**src/rtl/alu_share_arbiter.sv**
```systemverilog
// rtl/alu_share_arbiter.sv - round-robin sharing of one combinational ALU between execute and AGU requesters
// Optional per-requester grant counters are built when ALU_SHARE_ARBITER_CNT_EN is defined.
`timescale 1ns/1ps
module alu_share_arbiter #(
  parameter int REG_WIDTH = 9,
  parameter int OP_WIDTH  = 3,
  parameter int CNT_WIDTH = 16
) (
  input  logic                 clk,
  input  logic                 reset_n,
  input  logic                 req0_valid,
  output logic                 req0_ready,
  input  logic [OP_WIDTH-1:0]  req0_op,
  input  logic [REG_WIDTH-1:0] req0_a,
  input  logic [REG_WIDTH-1:0] req0_b,
  input  logic                 req1_valid,
  output logic                 req1_ready,
  input  logic [OP_WIDTH-1:0]  req1_op,
  input  logic [REG_WIDTH-1:0] req1_a,
  input  logic [REG_WIDTH-1:0] req1_b,
  output logic                 resp0_valid,
  input  logic                 resp0_ready,
  output logic [REG_WIDTH-1:0] resp0_res,
  output logic [REG_WIDTH-1:0] resp0_car,
  output logic                 resp0_zero,
  output logic                 resp0_jump,
  output logic                 resp1_valid,
  input  logic                 resp1_ready,
  output logic [REG_WIDTH-1:0] resp1_res,
  output logic [REG_WIDTH-1:0] resp1_car,
  output logic                 resp1_zero,
  output logic                 resp1_jump,
  output logic [REG_WIDTH-1:0] alu_ra,
  output logic [REG_WIDTH-1:0] alu_rb,
  output logic [OP_WIDTH-1:0]  alu_op,
`ifdef ALU_SHARE_ARBITER_CNT_EN
  input  logic                 cnt_clr,
  output logic [CNT_WIDTH-1:0] grant_cnt0,
  output logic [CNT_WIDTH-1:0] grant_cnt1,
`endif
  input  logic [REG_WIDTH-1:0] alu_res,
  input  logic [REG_WIDTH-1:0] alu_car,
  input  logic                 alu_zero,
  input  logic                 alu_jump
);

  typedef enum logic [1:0] {S_IDLE, S_ISSUE, S_RESP} state_t;

  state_t                      r_state;
  logic                        r_owner;
  logic                        r_rr_ptr;
  logic [1:0]                  r_resp_valid;
  logic [1:0][REG_WIDTH-1:0]   r_res;
  logic [1:0][REG_WIDTH-1:0]   r_car;
  logic [1:0]                  r_zero;
  logic [1:0]                  r_jump;
  logic [REG_WIDTH-1:0]        r_alu_ra;
  logic [REG_WIDTH-1:0]        r_alu_rb;
  logic [OP_WIDTH-1:0]         r_alu_op;

  logic                        w_grant_vld;
  logic                        w_grant;
  logic                        w_resp_hs;
  logic                        w_op_undef;
  logic                        w_op_car;
  logic                        w_op_jump;
  logic [REG_WIDTH-1:0]        w_cap_res;
  logic [REG_WIDTH-1:0]        w_cap_car;
  logic                        w_cap_zero;
  logic                        w_cap_jump;

  // On a tie the requester that did not win last time gets the ALU.
  assign w_grant_vld = req0_valid | req1_valid;
  assign w_grant     = (req0_valid && req1_valid) ? ~r_rr_ptr : req1_valid;
  assign req0_ready  = (r_state == S_IDLE) && w_grant_vld && !w_grant;
  assign req1_ready  = (r_state == S_IDLE) && w_grant_vld &&  w_grant;
  assign w_resp_hs   = r_owner ? resp1_ready : resp0_ready;

  assign w_op_undef  = (r_alu_op == OP_WIDTH'(7));
  assign w_op_car    = (r_alu_op == OP_WIDTH'(2)) || (r_alu_op == OP_WIDTH'(3)) ||
                       (r_alu_op == OP_WIDTH'(4));
  assign w_op_jump   = (r_alu_op == OP_WIDTH'(5));
  assign w_cap_res   = w_op_undef ? '0 : alu_res;
  assign w_cap_car   = w_op_car ? alu_car : '0;
  assign w_cap_jump  = w_op_jump ? alu_jump : 1'b0;
  assign w_cap_zero  = w_op_undef ? 1'b1 : alu_zero;

  assign alu_ra      = r_alu_ra;
  assign alu_rb      = r_alu_rb;
  assign alu_op      = r_alu_op;
  assign resp0_valid = r_resp_valid[0];
  assign resp1_valid = r_resp_valid[1];
  assign resp0_res   = r_res[0];
  assign resp0_car   = r_car[0];
  assign resp0_zero  = r_zero[0];
  assign resp0_jump  = r_jump[0];
  assign resp1_res   = r_res[1];
  assign resp1_car   = r_car[1];
  assign resp1_zero  = r_zero[1];
  assign resp1_jump  = r_jump[1];

  always_ff @(posedge clk or negedge reset_n) begin
    if (!reset_n) begin
      r_state      <= S_IDLE;
      r_owner      <= 1'b0;
      r_rr_ptr     <= 1'b1;
      r_resp_valid <= '0;
      r_res        <= '0;
      r_car        <= '0;
      r_zero       <= '0;
      r_jump       <= '0;
      r_alu_ra     <= '0;
      r_alu_rb     <= '0;
      r_alu_op     <= '0;
    end else begin
      case (r_state)
        S_IDLE: begin
          if (w_grant_vld) begin
            r_alu_op <= w_grant ? req1_op : req0_op;
            r_alu_ra <= w_grant ? req1_a  : req0_a;
            r_alu_rb <= w_grant ? req1_b  : req0_b;
            r_owner  <= w_grant;
            r_rr_ptr <= w_grant;
            r_state  <= S_ISSUE;
          end
        end
        S_ISSUE: begin
          r_res[r_owner]        <= w_cap_res;
          r_car[r_owner]        <= w_cap_car;
          r_zero[r_owner]       <= w_cap_zero;
          r_jump[r_owner]       <= w_cap_jump;
          r_resp_valid[r_owner] <= 1'b1;
          r_state               <= S_RESP;
        end
        S_RESP: begin
          if (w_resp_hs) begin
            r_resp_valid <= '0;
            r_state      <= S_IDLE;
          end
        end
        default: r_state <= S_IDLE;
      endcase
    end
  end

`ifdef ALU_SHARE_ARBITER_CNT_EN
  logic [CNT_WIDTH-1:0] r_cnt0;
  logic [CNT_WIDTH-1:0] r_cnt1;

  assign grant_cnt0 = r_cnt0;
  assign grant_cnt1 = r_cnt1;

  // Clear has priority over a same-cycle grant; counts saturate at all-ones.
  always_ff @(posedge clk or negedge reset_n) begin
    if (!reset_n) begin
      r_cnt0 <= '0;
      r_cnt1 <= '0;
    end else if (cnt_clr) begin
      r_cnt0 <= '0;
      r_cnt1 <= '0;
    end else begin
      if (req0_valid && req0_ready && (r_cnt0 != '1)) r_cnt0 <= r_cnt0 + 1'b1;
      if (req1_valid && req1_ready && (r_cnt1 != '1)) r_cnt1 <= r_cnt1 + 1'b1;
    end
  end
`endif

endmodule
```
**config.mk**
```make
export PLATFORM = sky130hd
export DESIGN_NAME = alu_share_arbiter
export DESIGN_NICKNAME = d
export VERILOG_FILES = /design/src/rtl/alu_share_arbiter.sv
export SDC_FILE = /design/constraint.sdc
export NUM_CORES = 1
export LEC_CHECK = 0
export CORE_MARGIN = 8
export CORE_UTILIZATION = 35
export CTS_CLUSTER_SIZE = 10
export DETAILED_ROUTE_END_ITERATION = 10
export GPL_ROUTABILITY_DRIVEN = 0
export GPL_TIMING_DRIVEN = 0
export PLACE_DENSITY = 0.7
export SYNTH_ARGS = -nofsm -noshare
export SYNTH_HDL_FRONTEND = slang
export SYNTH_SLANG_ARGS = --single-unit
```
**constraint.sdc**
```tcl
create_clock -name clk -period 1.7 [get_ports clk]
set_clock_uncertainty 0.05 [all_clocks]
set_input_delay 0.51 -clock clk [delete_from_list [all_inputs] [get_ports clk]]
set_output_delay 0.51 -clock clk [all_outputs]
set_load 0.1 [all_outputs]
```
=== Yosys cells after proc, flatten, opt, wreduce, memory -nomap -nowiden ===
Index checks and enable logic that the tools add are counted.
W data, S select, Z words.

* Flip-flop bits (word level): 67
* Output and inout bits: 65
* Word-level logic and storage cells: 61

* Magnitude comparators: 2
* Eq/ne operators: 9
* Mux-type cells: 21
* Bitwise logic cells: 3
* Reduce and logical (&&, ||, !) cells: 13

{| class="wikitable"
|+ Operators by type and width
! cell !! number
|-
| $mux W9 || 5
|-
| $bwmux W18 || 2
|-
| $demux W9 S1 || 1
|-
| $eq A3 B3 Y1 const B || 3
|-
| $eq A3 B2 Y1 const B || 2
|-
| $pmux W2 S3 || 1
|-
| $reduce_and A2 Y1 || 3
|-
| $logic_and A1 B1 Y1 || 5
|-
| $mux W1 || 5
|-
| $bwmux W2 || 2
|-
| $mux W2 || 2
|-
| $ne A2 B2 Y1 const B || 2
|-
| $pmux W2 S2 || 1
|-
| $mux W3 || 1
|-
| $eq A2 B1 Y1 const B || 1
|-
| $eq A2 B2 Y1 const B || 1
|-
| $logic_not A2 Y1 || 1
|-
| $logic_or A1 B1 Y1 || 2
|-
| $lt A1 B2 Y1 const B || 1
|-
| $or A2 B2 Y2 || 1
|-
| $reduce_bool A2 Y1 || 1
|-
| $demux W1 S1 || 1
|-
| $ge A1 B1 Y1 const B || 1
|-
| $logic_not A1 Y1 || 1
|-
| 2 further kinds || 2
|}

=== Longest topological paths before layout ===
* Depth in word-level cells: 6
* Gate-level depth with buffers: 6
* Gate-level depth less buffers: 3

=== Worst setup path before layout ===
Ideal clock, no wire load.

* Path type: register to output
* Start point: reg r_state[0]
* End point: out req1_ready
* Data arrival time: 1.601 ns
* Data required time: 1.140 ns
* Path slack: -0.461 ns
* Cell stages (with the launch flop): 6
* Path buffers: 2
* Path through: dfrtp_1 -> buf_4 -> nor2_1 -> nand3_1 -> clkbuf_1 -> inv_1

* Longest elaborated chain between the ends: 3

{| class="wikitable"
|+ Ends and longest elaborated chain
! item !! RTL line !! text
|-
| start, declared || 49 || <nowiki>state_t r_state;</nowiki>
|-
| start signal, assigned || 104 || <nowiki>r_state <= S_IDLE;</nowiki>
|-
| start signal, assigned || 124 || <nowiki>r_state <= S_ISSUE;</nowiki>
|-
| start signal, assigned || 133 || <nowiki>r_state <= S_RESP;</nowiki>
|-
| $logic_not A2 Y1 || 76 || <nowiki>assign req1_ready = (r_state == S_IDLE) && w_grant_vld && w_grant;</nowiki>
|-
| $logic_and A1 B1 Y1 (2 in a row) || 76 ||
|-
| end, declared || 17 || <nowiki>output logic req1_ready,</nowiki>
|}

Every way passes these cells.

=== Final worst setup path ===
* Start point: reg r_rr_ptr
* End point: out req0_ready

* Longest elaborated chain between the ends: 4

{| class="wikitable"
|+ Ends and longest elaborated chain
! item !! RTL line !! text
|-
| start, declared || 51 || <nowiki>logic r_rr_ptr;</nowiki>
|-
| start signal, assigned || 123 || <nowiki>r_rr_ptr <= w_grant;</nowiki>
|-
| $not A1 Y1 || 74 || <nowiki>assign w_grant = (req0_valid && req1_valid) ? ~r_rr_ptr : req1_valid;</nowiki>
|-
| $mux W1 || 74 ||
|-
| $logic_not A1 Y1 || 75 || <nowiki>assign req0_ready = (r_state == S_IDLE) && w_grant_vld && !w_grant;</nowiki>
|-
| $logic_and A1 B1 Y1 || 75 ||
|-
| end, declared || 12 || <nowiki>output logic req0_ready,</nowiki>
|}

Every way passes these cells.

==> results.md <==
- Synth warn: 0
- WP data required: 1140 ps
- Die height: 105 µm
- Final setup fails: 2
- Placed instance area: 0.00429 mm²
- Worst-path maximum fanout: 3
- F_max: 498 MHz
- FF-to-FF End: resp0_car[0]$_DFFE_PN0P_
- Final Hold Fails: 0
- Core area: 0.00773 mm²
- Fin crit share: 118%
- Global-route wire length before repair: 14.4 mm
- # DRC: 0
- Drt first pass iters: 4
- Antenna Violating Nets Remaining: 0
- CTS Buffer Depth: 2
- H-tree levels: 3
- Clock Latency Late Sink: 330 ps
- Hold_ws: 215 ps
- Max-cap viol count: 0
- Final net count: 487
- CTS tree: built
- Share of cells above drive strength 1: 27.4%
- Critical setup path kind: reg -> out
- Global Route Usage Sum: 15.8%
- Synth Cell Area: 0.00280 mm²
- CP startpoint: r_rr_ptr$_DFFE_PN1P_
- Drt via density: 4.92
- Yosys cell types: 24
- IO buf count: 132
- Pre-CTS setup slack: -1460 ps
- Vias in the first global route: 2798
- Setup crit start kind: flop
- Status: complete, but fails checks
- CTS Buf Count: 9
- Failing checks: setup timing
- Hpwl dp: 6.45 mm
- Average wire per standard cell: 16.6 µm
- Slew Limit Fails: 0
- Worst Tran Pin Value: 859 ps
- Syn avg cell area: 10.3 µm²
- Detailed-route via count: 2594
- Reg-to-reg slack, setup: 60 ps
- Cell Rows: 32
- Slew headroom: 42.7%
- Final worst path period need: 2010 ps
- Post-synthesis sequential area ratio: 60.0%
- Largest net degree at the start of global routing: 68
- DRT iter0 DRCs: 59
- RSZ-0062 raised after global routing: yes
- Root Driver: clkbuf_8
- Yosys reg bits: 67
- Worst path arrival time: 1450 ps
- Post-Syn Nets: 339
- Design area: 0.00444 mm²
- Finished Core Util: 57.4%
- CTS clk-pin slew, worst paths: 80 ps
- Fin worst setup slack: -309 ps
- GRT overflow: 0
- Routed wire length: 8.76 mm
- Commonest non-fill, non-tap cell in the layout: clkdlybuf4s50_1
- Worst min-delay path class: in -> async
- Die width: 105 µm
- # hold bufs at CTS: 0
- Reg-to-Reg Start: r_state[1]$_DFFE_PN0P_
- Initial antenna violation count: 1
- Mapped Cells: 271
- Initial Util: 36.2%
- # fillers: 683
- Top-Level Pins: 133
- Path depth of the worst reg2reg path: 5
- Crit path to: req0_ready
- Critical Path End Type: output pin
- Synthesis-to-layout area growth: 58.7%
- Clock sinks: 67
- Most frequent cells in the layout: clkdlybuf4s50_1, dfrtp_1, inv_1
- DIE AREA: 0.0111 mm²
-- cell type report --
cell class	count	area (µm²)	share of cell area (%)
Timing Repair Buffer	139	1220	27.6
Multi-Input combinational cell	144	928	20.9
Buffer	13	92.6	2.09
Antenna cell	1	2.50	0.0564
Inverter	45	176	3.98
Clock buffer	10	138	3.10
Tap cell	102	128	2.88
Sequential cell	67	1680	38.0
Clock inverter	6	65.1	1.47
-- critical path, cell delays in order, from the launching register on --
cell and delay [ps]:
dfstp_2 550, nand2b_4 130, nand3_4 80, buf_8 130, clkinvlp_4 70, buf_12 160
-- synth_stat cells --
| cell type | n | area share, % |
|---|---|---|
| or2_1 | 1 | 0.22 |
| a21oi_4 | 2 | 1.2 |
| or3b_1 | 2 | 0.63 |
| buf_6 | 1 | 0.40 |
| o21bai_1 | 1 | 0.27 |
| a31oi_1 | 1 | 0.22 |
| nand2_1 | 36 | 4.8 |
| dfrtp_1 | 66 | 59 |
| inv_1 | 45 | 6.0 |
| nand4b_1 | 1 | 0.31 |
| o21ai_0 | 35 | 6.3 |
| mux2_2 | 1 | 0.40 |
| a21o_1 | 1 | 0.27 |
| o221ai_1 | 21 | 6.6 |
| buf_2 | 3 | 0.54 |
| nand2b_1 | 3 | 0.67 |
| nand3_1 | 3 | 0.54 |
| dfstp_2 | 1 | 0.94 |
| o21ai_1 | 11 | 2.0 |
| nand3b_1 | 1 | 0.27 |
| buf_4 | 1 | 0.27 |
| clkbuf_1 | 11 | 1.5 |
| a22o_1 | 20 | 6.3 |
| nor2_1 | 3 | 0.40 |
-- stage by stage --
step,std cells,setup TNS (ps)
5_1_grt,527,-726
4_1_cts,526,-671
3_5_place_dp,505,-31220
3_3_place_gp,505,-176600
6_report,527,-580
2_1_floorplan,271,-179
-- metal layers --
metal	GRT usage, %	up-vias	share of wire [%]
met5	0	-	0
met4	4.59	0	0.40
met3	7.37	6	11
met2	23.9	118	46
met1	19.7	1231	42
li1	-	1239	-
-- cells by family after synthesis --
group,after synthesis,share of synthesized area (%)
compound gates,92,23.0
simple gates,50,7.88
mux,1,0.403
flops,67,60.0
buf+inv,61,8.72
-- registers in the layout, indices dropped and copies added, names as in the netlist, 3 cells and up --
signal / flops
alu_op: 3
resp1_res: 9
resp0_res: 9
resp1_car: 9
alu_ra: 9
alu_rb: 9
resp0_car: 9
-- repair_timing --
item                       4_1_cts  5_1_grt
gates resized for setup        369       45
cloned                           0        1
setup buffers                    6        1
pin swaps                        4        1
setup endpoints to repair       65       61
hold endpoints to repair         0        0
-- how the worst min path moves through the flow --
| stage | from | endpoint | slack, ps | cells past startpoint |
|---|---|---|---|---|
| floorplan | reset_n | alu_op[0]$_DFFE_PN0P_ | 160 | 0 |
| global placement | resp1_res[7]$_DFFE_PN0P_ | resp1_res[7]$_DFFE_PN0P_ | 410 | 2 |
| detailed placement | resp1_res[7]$_DFFE_PN0P_ | resp1_res[7]$_DFFE_PN0P_ | 420 | 2 |
| CTS | reset_n | alu_ra[4]$_DFFE_PN0P_ | 260 | 1 |
| global route | reset_n | r_resp_valid[1]$_DFFE_PN0P_ | 290 | 1 |
| finish | reset_n | alu_ra[4]$_DFFE_PN0P_ | 210 | 1 |
Power is not shown: default switching activity piles up to over one toggle a cycle in this logic, so the estimate is an artifact.
